`config.mk`:
```
export PLATFORM = sky130hd
export DESIGN_NAME = wb_port_arbiter
export DESIGN_NICKNAME = d
export VERILOG_FILES = /design/src/rtl/wb_port_arbiter.sv
export SDC_FILE = /design/constraint.sdc
export NUM_CORES = 1
export LEC_CHECK = 0
export CAP_MARGIN = 15
export CORE_UTILIZATION = 43
export CTS_CLUSTER_DIAMETER = 200
export DETAILED_ROUTE_END_ITERATION = 10
export PLACE_DENSITY = 0.91
export SETUP_SLACK_MARGIN = 0.2
export SYNTH_ARGS = -nofsm -noshare
export SYNTH_HDL_FRONTEND = slang
export SYNTH_SLANG_ARGS = --single-unit
```
`constraint.sdc`:
```
create_clock -name clk -period 6.3 [get_ports clk]
set_input_delay 1.26 -clock clk [delete_from_list [all_inputs] [get_ports clk]]
set_output_delay 1.26 -clock clk [all_outputs]
set_load 0.005 [all_outputs]
```
`src/rtl/wb_port_arbiter.sv`:
```
// -----------------------------------------------------------------------------
// wb_port_arbiter
//   Shares the single register-file write port between the in-order pipeline
//   (requester 0, fixed priority) and the multi-cycle MUL/DIV/FPU result
//   streams (requesters 1..N_REQ-1, round-robin with anti-starvation).
//   The grant is a combinational one-cycle ready. The granted write reaches the
//   reg_file one cycle later through registered outputs.
//
// Ports
//   clk            in   rising-edge clock
//   reset          in   asynchronous active-high reset
//   req_valid      in   [N_REQ]         requester i has a result pending
//   req_ready      out  [N_REQ]         one-hot grant (zero when nothing granted)
//   req_addr       in   [N_REQ*ADDR_W]  rd address, slice i = [i*ADDR_W +: ADDR_W]
//   req_data       in   [N_REQ*DATA_W]  rd data,    slice i = [i*DATA_W +: DATA_W]
//   rd_wena_to_WB  out  registered write enable (0 for writes to x0)
//   rd_addr_to_WB  out  registered write address
//   rd_data_to_WB  out  registered write data
// -----------------------------------------------------------------------------
module wb_port_arbiter #(
  parameter int N_REQ      = 4,
  parameter int STARVE_MAX = 7,
  parameter int ADDR_W     = 6,
  parameter int DATA_W     = 32
) (
  input  logic                      clk,
  input  logic                      reset,
  input  logic [N_REQ-1:0]          req_valid,
  output logic [N_REQ-1:0]          req_ready,
  input  logic [N_REQ*ADDR_W-1:0]   req_addr,
  input  logic [N_REQ*DATA_W-1:0]   req_data,
  output logic                      rd_wena_to_WB,
  output logic [ADDR_W-1:0]         rd_addr_to_WB,
  output logic [DATA_W-1:0]         rd_data_to_WB
);

  localparam int CW = $clog2(STARVE_MAX + 1);
  localparam int PW = (N_REQ > 2) ? $clog2(N_REQ) : 1;

  logic [PW-1:0]     rr_ptr_r;
  logic [CW-1:0]     wait_cnt_r [1:N_REQ-1];

  logic              urg_found_s;
  logic [PW-1:0]     urg_idx_s;
  logic              rr_found_s;
  logic [PW-1:0]     rr_idx_s;
  logic              grant_any_s;
  logic [PW-1:0]     grant_idx_s;
  logic [N_REQ-1:0]  grant_s;
  logic [ADDR_W-1:0] sel_addr_s;
  logic [DATA_W-1:0] sel_data_s;

  // k-th position of the round-robin ring starting at ptr; the ring holds
  // only indices 1..N_REQ-1, so N_REQ-1 wraps back to 1.
  function automatic logic [PW-1:0] ring_idx(input logic [PW-1:0] ptr, input int k);
    int t;
    t = int'(ptr) - 1 + k;
    if (t >= N_REQ - 1) begin
      t = t - (N_REQ - 1);
    end else begin
      t = t;
    end
    return PW'(t + 1);
  endfunction

  // Ring search for the first urgent and the first merely valid requester.
  always_comb begin
    urg_found_s = 1'b0;
    urg_idx_s   = '0;
    rr_found_s  = 1'b0;
    rr_idx_s    = '0;
    for (int k = 0; k < N_REQ - 1; k++) begin
      if (!urg_found_s && req_valid[ring_idx(rr_ptr_r, k)] &&
          (wait_cnt_r[ring_idx(rr_ptr_r, k)] == CW'(STARVE_MAX))) begin
        urg_found_s = 1'b1;
        urg_idx_s   = ring_idx(rr_ptr_r, k);
      end else begin
        urg_found_s = urg_found_s;
      end
      if (!rr_found_s && req_valid[ring_idx(rr_ptr_r, k)]) begin
        rr_found_s = 1'b1;
        rr_idx_s   = ring_idx(rr_ptr_r, k);
      end else begin
        rr_found_s = rr_found_s;
      end
    end
  end

  // Priority: urgent stream, then the pipe, then plain round-robin.
  // No grant at all while reset is held.
  always_comb begin
    grant_any_s = 1'b0;
    grant_idx_s = '0;
    if (reset) begin
      grant_any_s = 1'b0;
    end else if (urg_found_s) begin
      grant_any_s = 1'b1;
      grant_idx_s = urg_idx_s;
    end else if (req_valid[0]) begin
      grant_any_s = 1'b1;
      grant_idx_s = '0;
    end else if (rr_found_s) begin
      grant_any_s = 1'b1;
      grant_idx_s = rr_idx_s;
    end else begin
      grant_any_s = 1'b0;
    end
  end

  // One-hot ready and mux of the granted requester's payload.
  always_comb begin
    grant_s    = '0;
    sel_addr_s = req_addr[int'(grant_idx_s)*ADDR_W +: ADDR_W];
    sel_data_s = req_data[int'(grant_idx_s)*DATA_W +: DATA_W];
    if (grant_any_s) begin
      grant_s[grant_idx_s] = 1'b1;
    end else begin
      grant_s = '0;
    end
  end

  assign req_ready = grant_s;

  // Registered write port: single-cycle pulse per grant, x0 writes suppressed.
  always_ff @(posedge clk or posedge reset) begin
    if (reset) begin
      rd_wena_to_WB <= 1'b0;
      rd_addr_to_WB <= '0;
      rd_data_to_WB <= '0;
    end else if (grant_any_s) begin
      rd_wena_to_WB <= (sel_addr_s != '0);
      rd_addr_to_WB <= sel_addr_s;
      rd_data_to_WB <= sel_data_s;
    end else begin
      rd_wena_to_WB <= 1'b0;
      rd_addr_to_WB <= '0;
      rd_data_to_WB <= '0;
    end
  end

  // Round-robin pointer moves past a granted stream; pipe grants leave it alone.
  always_ff @(posedge clk or posedge reset) begin
    if (reset) begin
      rr_ptr_r <= PW'(1);
    end else if (grant_any_s && (grant_idx_s != '0)) begin
      rr_ptr_r <= (grant_idx_s == PW'(N_REQ - 1)) ? PW'(1) : grant_idx_s + PW'(1);
    end else begin
      rr_ptr_r <= rr_ptr_r;
    end
  end

  // Per-stream wait counters, saturating at STARVE_MAX (the urgency threshold).
  always_ff @(posedge clk or posedge reset) begin
    if (reset) begin
      for (int i = 1; i < N_REQ; i++) begin
        wait_cnt_r[i] <= '0;
      end
    end else begin
      for (int i = 1; i < N_REQ; i++) begin
        if (req_valid[i] && !grant_s[i]) begin
          wait_cnt_r[i] <= (wait_cnt_r[i] == CW'(STARVE_MAX)) ? wait_cnt_r[i]
                                                             : wait_cnt_r[i] + CW'(1);
        end else begin
          wait_cnt_r[i] <= '0;
        end
      end
    end
  end

endmodule

```
Yosys cells after proc, flatten, opt, wreduce, memory -nomap -nowiden
Index checks and enable logic that the tools add are counted.
{ "classes": {"n_bitwise": 3, "n_reduce_logical": 21, "n_mux": 57, "n_addsub": 19, "eq_ne": 10, "multipliers": 1, "order_cmp": 11, "shift": 2} }
{ "op_table": {"columns": ["operator", "count"], "rows": [
  ["$shiftx 128x8->32", 1],
  ["$mux 2", 20],
  ["$mux 3", 12],
  ["$mux 32", 1],
  ["$shiftx 24x6->6", 1],
  ["$add 2x2->2 const B", 9],
  ["$bmux 3 s2", 3],
  ["$eq 3x3->1 const B", 6],
  ["$mux 1", 15],
  ["$ge 3x3->1 const B", 4],
  ["$logic_and 1x1->1", 12],
  ["$lt 2x3->1 const B", 4],
  ["$add 3x1->3 const B", 3],
  ["$not 2->3", 3],
  ["$ge 4x3->1 const B", 2],
  ["$logic_not 1->1", 7],
  ["$bmux 1 s2", 3],
  ["$mux 6", 1],
  ["$ne 2x2->1 const B", 3],
  ["$reduce_bool 6->1", 1],
  ["$sub 2x1->2 const B", 3],
  ["$add 3x2->4 const B", 1],
  ["$add 3x3->4 const B", 1],
  ["$mul 2x2->4 const B", 1],
  ["7 further kinds", 7]
]} }
{ "totals": {"inputBits": 158, "register_bits": 50} }

Depth between registers and ports, before layout
Gate-level depths: netlist of the first run.
{ "depth": {"ltp_word": 31, "mapped_depth": 17, "ltp_nobuf": 13} }

Least setup slack after synthesis of the first run
Ideal clock, no wire load.
{ "synth_path": {"path_type": "input-to-output", "from": "input port reset", "to": "output port req_ready[0]", "path_buffers": 2, "arrival_ns": 3.784, "path_stages": 10, "setup_slack_ns": 1.256, "cell_sequence": "inv_1 and2_1 mux2i_2 nor3_4 inv_2 buf_2 buf_2 ha_1 inv_1 nor2_1"} }
{ "synth_between": {"elab_chain_len": 6, "elab_cells_between_ends": 8} }
{ "synth_rtl": {"columns": ["element", "line", "rtl"], "rows": [
  ["start: declaration", "27", "input logic reset,"],
  ["$mux 2", "94", "if (reset) begin"],
  ["$lt 2x3->1 (not written as such) / $ge 2x1->1 (equally long branches)", "116", "grant_s[grant_idx_s] = 1'b1;"],
  ["$logic_and 1x1->1 (not written as such)", "116", null],
  ["$mux 1 (not written as such)", "116", null],
  ["$demux 1 s2", "116", null],
  ["$mux 4 *", "115", "if (grant_any_s) begin"],
  ["end: declaration", "29", "output logic [N_REQ-1:0] req_ready,"]
]} }
Every way passes the cells marked *; elsewhere a longest branch is shown, timed or not.

Final worst setup path of the first run
{ "layout_path": {"from": "input port req_valid[1]", "to": "output port req_ready[2]"} }
{ "layout_between": {"elab_chain_len": 19, "elab_cells_between_ends": 43} }
{ "layout_rtl": {"columns": ["element", "line", "rtl"], "rows": [
  ["start: declaration", "28", "input logic [N_REQ-1:0] req_valid,"],
  ["$bmux 1 s2", "73, 80", null],
  ["$mux 1 (not written as such)", "73, 80", null],
  ["$logic_and 1x1->1", "73", "if (!urg_found_s && req_valid[ring_idx(rr_ptr_r, k)] &&"],
  ["$mux 1", "73", null],
  ["$logic_not 1->1", "73", null],
  ["$logic_and 1x1->1 (2 in a row)", "73", null],
  ["$mux 1", "73", null],
  ["$logic_not 1->1", "73", null],
  ["$logic_and 1x1->1 (2 in a row)", "73", null],
  ["$mux 2 / $mux 1 (equally long branches)", "73", null],
  ["$mux 2", "96", "end else if (urg_found_s) begin"],
  ["$mux 2", "94", null],
  ["$lt 2x3->1 (not written as such) / $ge 2x1->1 (equally long branches)", "116", null],
  ["$logic_and 1x1->1 (not written as such)", "116", null],
  ["$mux 1 (not written as such)", "116", null],
  ["$demux 1 s2", "116", null],
  ["$mux 4 *", "115", null]
]} }
Every way passes the cells marked *; elsewhere a longest branch is shown, timed or not. The select of a mux whose other input is x is not followed.

==> results.toml, run 1 <==
[detailed_routing]
ant_nets = 0
vias = 3973
post_drt_wl_per_cell_microns = 16.3
first_pass_iters = 5
drc = 0
viasPerCell = 5.46
drt_iter0_drc = 139
drt-total-wl_microns = 11800

[cts]
htreeDepth = 2
ctsHoldBuffers = 0
clkTransAtPathRegs_ps = 90
cts_resized = 0
postCtsSetupBuffers = 0
cts_num_sinks = 50
clockBufferDepth = 2
clock_latency_ps = 300
cts_tree = "done"
cts-buffers-inserted = 5
cts-root-buf = "clkbuf_8"

[critical_path]
r2r-end = "rd_wena_to_WB"
slowest_delay_ps = 560
path_max_fanout = 13
crit_buf_inv = 4
crit_end = "req_ready[2]"
ff2ff_path_depth = 11
critPathKind = "in -> out"
critPathSlowestCell = "clkdlybuf4s50_1"
crit_path_end_kind = "output pin"
crit_path_frequent_cell = "clkdlybuf4s50_1"
critPathRequiredTime_ps = 5040
r2r_start = "rr_ptr_r[0]"
worstPathArrival_ps = 4480
crit_family = "buffers and inverters"
path_cells = "clkdlybuf4s50_1 -> or2b_1 -> a221oi_2 -> nor4_1 -> o311ai_1 -> nand4_1 -> clkinv_1 -> ha_1 -> inv_1 -> nor2_1 -> clkdlybuf4s50_1"
r2r_slack_ps = 2280
setup.worst_path.start_class = "primary input"
startpoint = "req_valid[1]"
path_depth = 11

[grt]
antenna_found_initial = 0
overflow = 0
grt_usage_pct = 24.6
grt_max_degree = 51
grt_pass1_vias = 3677
grt_pass1_wl_microns = 17100

[timing]
setup_violations = 0
layout_setup_ws_ps = 558
finClkSkew_ps = 10.8
tightest_slew_ps = 809
drv_slew = 0
setup_tns_ps = 0
hold_viol_final = 0
fin_crit_sh_pct = 91.1
maxSlewHeadroom_pct = 45.5
grt_setup_unrepaired = "false"
period_minus_slack_ps = 5740
max_freq_ghz = 0.174

[yosys]
synth_edf_count = 0
synth_cells = 437
ys_seq_area_share_pct = 33.1
syn_area_sq_um = 3780
synthArstFlopShare_pct = 100
ys_types = 55
syn_avg_cell_area_sq_um = 8.66
ys_warn_count = 0
ys.flop_type = "dfrtp_1"
syn-num-nets = 612
yosys_register_bits = 50

[die]
row_count = 33
start_util_pct = 45.2
die_h_microns = 95.8
die_w_microns = 95.8
pin_count = 201
core_area_sq_um = 8380
dieArea_sq_um = 9180

[power]
p_leak_nw = 2.50
p_sw_w = 0.000635
internal-power_w = 0.000955
seqPwrFrac_pct = 28.5
combPwrFrac_pct = 59.1
sw_frac_of_total_pct = 39.9
p_clk_share_pct = 12.4
p_per_area_nw_per_um2 = 270
peakVddDrop_v = 0.000113

[placed_design]
place_congestion = 0.876
port-buffer-count = 200
post-place-cells = 719
hpwl_microns = 9320
pre_cts_slack_ps = 618

[final_layout]
nets = 796
utilization_pct = 70.1
diodes = 0
fillers = 626
area_delta_synth_final_pct = 55.3
drive_above_1_share_pct = 9.49
finalNonFillerCells = 727

[min_path]
min_path_type = "reg -> reg"
min-delay-start = "rr_ptr_r[0]"

[job]
max_cap_viol_count = 0

[outcome]
status = "complete, no violations"
## synth_stat cells (all sizes together) (2+ instances only)
library cell	n	area share (%)
nand2	145	14
a311oi	32	12
clkbuf	13	1.3
and4b	2	0.53
o21ai	5	0.66
mux4	2	1.3
and2	2	0.33
nor4	2	0.33
o211ai	2	0.40
mux2i	11	3.1
buf	19	4.3
nor2	26	2.6
dfrtp	49	32
o221ai	2	0.46
a21oi	4	0.53
o31a	5	1.2
a22oi	2	0.53
nand4	6	0.99
inv	14	1.4
a32o	2	0.53
nor2b	3	0.50
nor3b	2	0.40
a211o	4	0.93
nand3	4	0.53
and3	33	5.5
o311ai	2	0.46
xor2	3	0.69
nor3	7	1.2
nand4b	2	0.46
ha	17	5.6
## per-layer routing
layer / track usage, % / part of all wire [%]
met2: 45.8 / 52
met5: 0 / 0
met1: 27.2 / 38
met4: 8.83 / 2.4
met3: 5.45 / 7.2
## per-stage QoR
stage | hold WS [ps] | power, W | instance area, sq um
after detailed placement | 587 | 0.00140 | 5780
final | 608 | 0.00159 | 5880
after global placement | 574 | 0.00138 | 5780
after global routing | 635 | 0.00170 | 5880
after CTS | 606 | 0.00160 | 5880
after floorplan | 552 | 0.00104 | 3780
## kinds of logic (layout without fill, tap and decap cells)
kind of cell	count (synthesis)	in the layout	share of synthesized area [%]
xor gates and xnor gates	4	4	0.926
and+or+nand+nor	238	238	28.6
muxes	14	14	4.69
buffers and inverters	46	231	6.98
AOI/OAI and AO/OA	68	68	20.1
DFF	50	50	33.1
adders and majority gates	17	17	5.62
## power groups by stage
stage                     sequential [W]  clock [W]  combinational, W
after CTS                       0.000455   0.000204          0.000941
after global placement          0.000456          0          0.000919
after floorplan                 0.000457          0          0.000585
after detailed placement        0.000461          0          0.000938
final                           0.000453   0.000198          0.000939
after global routing            0.000464   0.000216           0.00102
## cell usage in the layout, fill, tap and decap left out, types with 4 or more instances in the layout
cell             netlist  final
nand3_1                4      4
inv_1                 12     10
dfrtp_1               49     49
nand4_1                6      6
o21ai_0                5      5
nor3_1                 6      6
buf_4                  2      9
a211o_1                4      4
o31a_1                 5      5
nor2_1                25     25
clkbuf_8               0      5
and3_1                33     33
a311oi_2              27     27
clkdlybuf4s50_1        0    200
a311oi_1               5      5
nand2_1              145    145
mux2i_1                9      9
a21oi_1                4      4
ha_1                  17     17
## flip-flops by register name, summed over array words and instances, names as in the netlist
register	flops
rd_addr_to_WB	6
rd_data_to_WB	32
rd_wena_to_WB	1
rr_ptr_r	2
wait_cnt_r	9
## worst min-delay path by stage
stage                     to  slack (ps)  depth (start not counted)
6_report         rr_ptr_r[0]         610                          2
5_1_grt          rr_ptr_r[0]         640                          2
4_1_cts          rr_ptr_r[0]         610                          2
3_5_place_dp     rr_ptr_r[0]         590                          2
3_3_place_gp   wait_cnt_r[0]         570                          2
2_1_floorplan  wait_cnt_r[0]         550                          2
## worst reg2reg max path: cells and delay by family (launching register included)
kind | cells | cell delay, ps
simple gates | 3 | 740
compound gates | 4 | 740
fa+ha+maj | 1 | 620
mux | 1 | 620
flops | 1 | 660
buf+inv | 2 | 540
## cell type report
cell class / count / area [sq um] / share of cell area [%]
Multi-Input combinational cell: 341 / 2280 / 38.7
Timing Repair Buffer: 209 / 2070 / 35.2
Sequential cell: 50 / 1250 / 21.3
Tap cell: 105 / 131 / 2.23
Clock buffer: 5 / 68.8 / 1.17
Inverter: 14 / 52.6 / 0.894
Clock inverter: 3 / 28.8 / 0.489
Note: power is estimated with default switching activity, not from simulation.
==> run 2: changes to the inputs <==
- REMOVE_ABC_BUFFERS: not set -> 1
==> run 2 against run 1 <==
  * Sequential share of layout area about the same
  * Sequential power about the same
  * Critical path depth decreased by 1
  * Wire length increased by 2.2%
  * Worst hold slack got worse by 1.0 ps
  * Flip-flop and latch count unchanged
  * Clock skew decreased by 4.3 ps
  * Non-clock buffer count unchanged
  * Core utilization increased by 0.10 points
  * Critical path type unchanged
==> results.toml, run 2 (same netlist as run 1, synthesis figures left out) <==
[outcome]
status = "complete, no violations"

[cts]
clock_latency_ps = 290
htreeDepth = 2
cts_resized = 0
ctsHoldBuffers = 0
clockBufferDepth = 2
cts_tree = "done"
postCtsSetupBuffers = 0
cts-root-buf = "clkbuf_8"
cts_num_sinks = 50
cts-buffers-inserted = 5
clkTransAtPathRegs_ps = 90

[placed_design]
hpwl_microns = 9240
place_congestion = 0.850
port-buffer-count = 200
post-place-cells = 719
placed_cell_area_sq_um = 5780

[grt]
grt_pass1_vias = 3930
grt_max_degree = 69
grt_usage_pct = 26.4
overflow = 0
antenna_found_initial = 0
grt_pass1_wl_microns = 18500

[final_layout]
fin_area_sq_um = 5890
nets = 796
finalNonFillerCells = 727
fillers = 642
multi_input_area_sq_um = 2280
layout_common_cells = "200 x clkdlybuf4s50_1, 145 x nand2_1, 49 x dfrtp_1"
diodes = 0
top_register = "rd_data_to_WB"
area_delta_synth_final_pct = 55.6
regArea_sq_um = 1250
final_common_cell = "clkdlybuf4s50_1"
reg_top3 = "rd_data_to_WB (32), wait_cnt_r (9), rd_addr_to_WB (6)"
drive_above_1_share_pct = 9.32
largest_reg_flops = 32

[die]
row_count = 33
die_h_microns = 95.8
pin_count = 201
die_w_microns = 95.8
core_area_sq_um = 8380
start_util_pct = 45.2
dieArea_sq_um = 9180

[timing]
grt_setup_unrepaired = "false"
fin_worst_hold_slack_ps = 607
tightest_slew_ps = 753
maxSlewHeadroom_pct = 49.3
max_freq_ghz = 0.180
hold_viol_final = 0
setup_violations = 0
finClkSkew_ps = 6.49
drv_slew = 0
fin_crit_sh_pct = 88.4
period_minus_slack_ps = 5570
setup_tns_ps = 0

[critical_path]
ff2ff_path_depth = 11
crit_path_end_kind = "output pin"
critPathRequiredTime_ps = 5040
r2r_slack_ps = 2160
critPathKind = "in -> out"
setup.worst_path.start_class = "primary input"
path_max_fanout = 9
worstPathArrival_ps = 4310

[min_path]
holdPathStages = 2
min_path_type = "reg -> reg"

[power]
power_w = 0.00161
peakVddDrop_v = 0.000143
p_leak_nw = 2.50
p_per_area_nw_per_um2 = 274

[detailed_routing]
ant_nets = 0
viasPerCell = 5.49
first_pass_iters = 5
drc = 0
drt-total-wl_microns = 12100
vias = 3993
drt_iter0_drc = 128
post_drt_wl_per_cell_microns = 16.6

[job]
max_cap_viol_count = 0
## run 2: cell types whose count changed in the layout (fill, tap and decap cells not counted)
| cell | delta |
|---|---|
| inv_8 | -1 |
| clkinv_1 | -1 |
| bufinv_16 | +1 |
| inv_2 | +1 |
| clkbuf_1 | +2 |
| clkinv_4 | -2 |
## run 2: path summary, 6_finish.rpt
kind	endpoint	startpoint
max reg2reg	rd_wena_to_WB	rr_ptr_r[0]
min	rr_ptr_r[0]	rr_ptr_r[0]
min in group asynchronous	rd_data_to_WB[2]	reset
min reg2reg	rr_ptr_r[0]	rr_ptr_r[0]
max	req_ready[1]	req_valid[1]
max in group asynchronous	rd_data_to_WB[13]	reset
## run 2: per-layer routing
metal  vias up  global-route usage (%)  routed length (microns)
li1       1907                       -                        -
met1      1891                    30.8                     4710
met2       175                    48.3                     6240
met3        20                    5.61                      870
met4         0                    7.71                      273
met5         -                       0                        0
## run 2: power by group
| group | internal [W] | total (W) | leakage [nW] | switching, W |
|---|---|---|---|---|
| registers | 0.000408 | 0.000450 | 0.646 | 0.0000422 |
| logic | 0.000465 | 0.000939 | 1.80 | 0.000474 |
| clock network | 0.000119 | 0.000222 | 0.0524 | 0.000103 |
| total | 0.000992 | 0.00161 | 2.50 | 0.000619 |
## run 2: final cells by class
cell class                 count  area share (%)
clock inverter                 1           0.510
inverter                      14           0.892
sequential                    50            21.3
multi-input combinational    341            38.7
timing repair buffer         209            35.1
clock buffer                   7            1.30
tap                          105            2.23
## run 2: stage by stage
step	setup slack (ps)	util [%]
5_1_grt	560	70.2
6_report	733	70.2
3_5_place_dp	788	69.0
2_1_floorplan	-2270	-
3_3_place_gp	824	69.0
4_1_cts	755	70.2
## run 2: critical path: stages
cell             delay (ps)
clkdlybuf4s50_1         630
mux2i_1                 170
mux2i_2                 390
nor3_1                  140
o311a_1                 440
nor3_4                  360
ha_1                    230
inv_1                    50
nor2_1                  110
clkdlybuf4s50_1         520
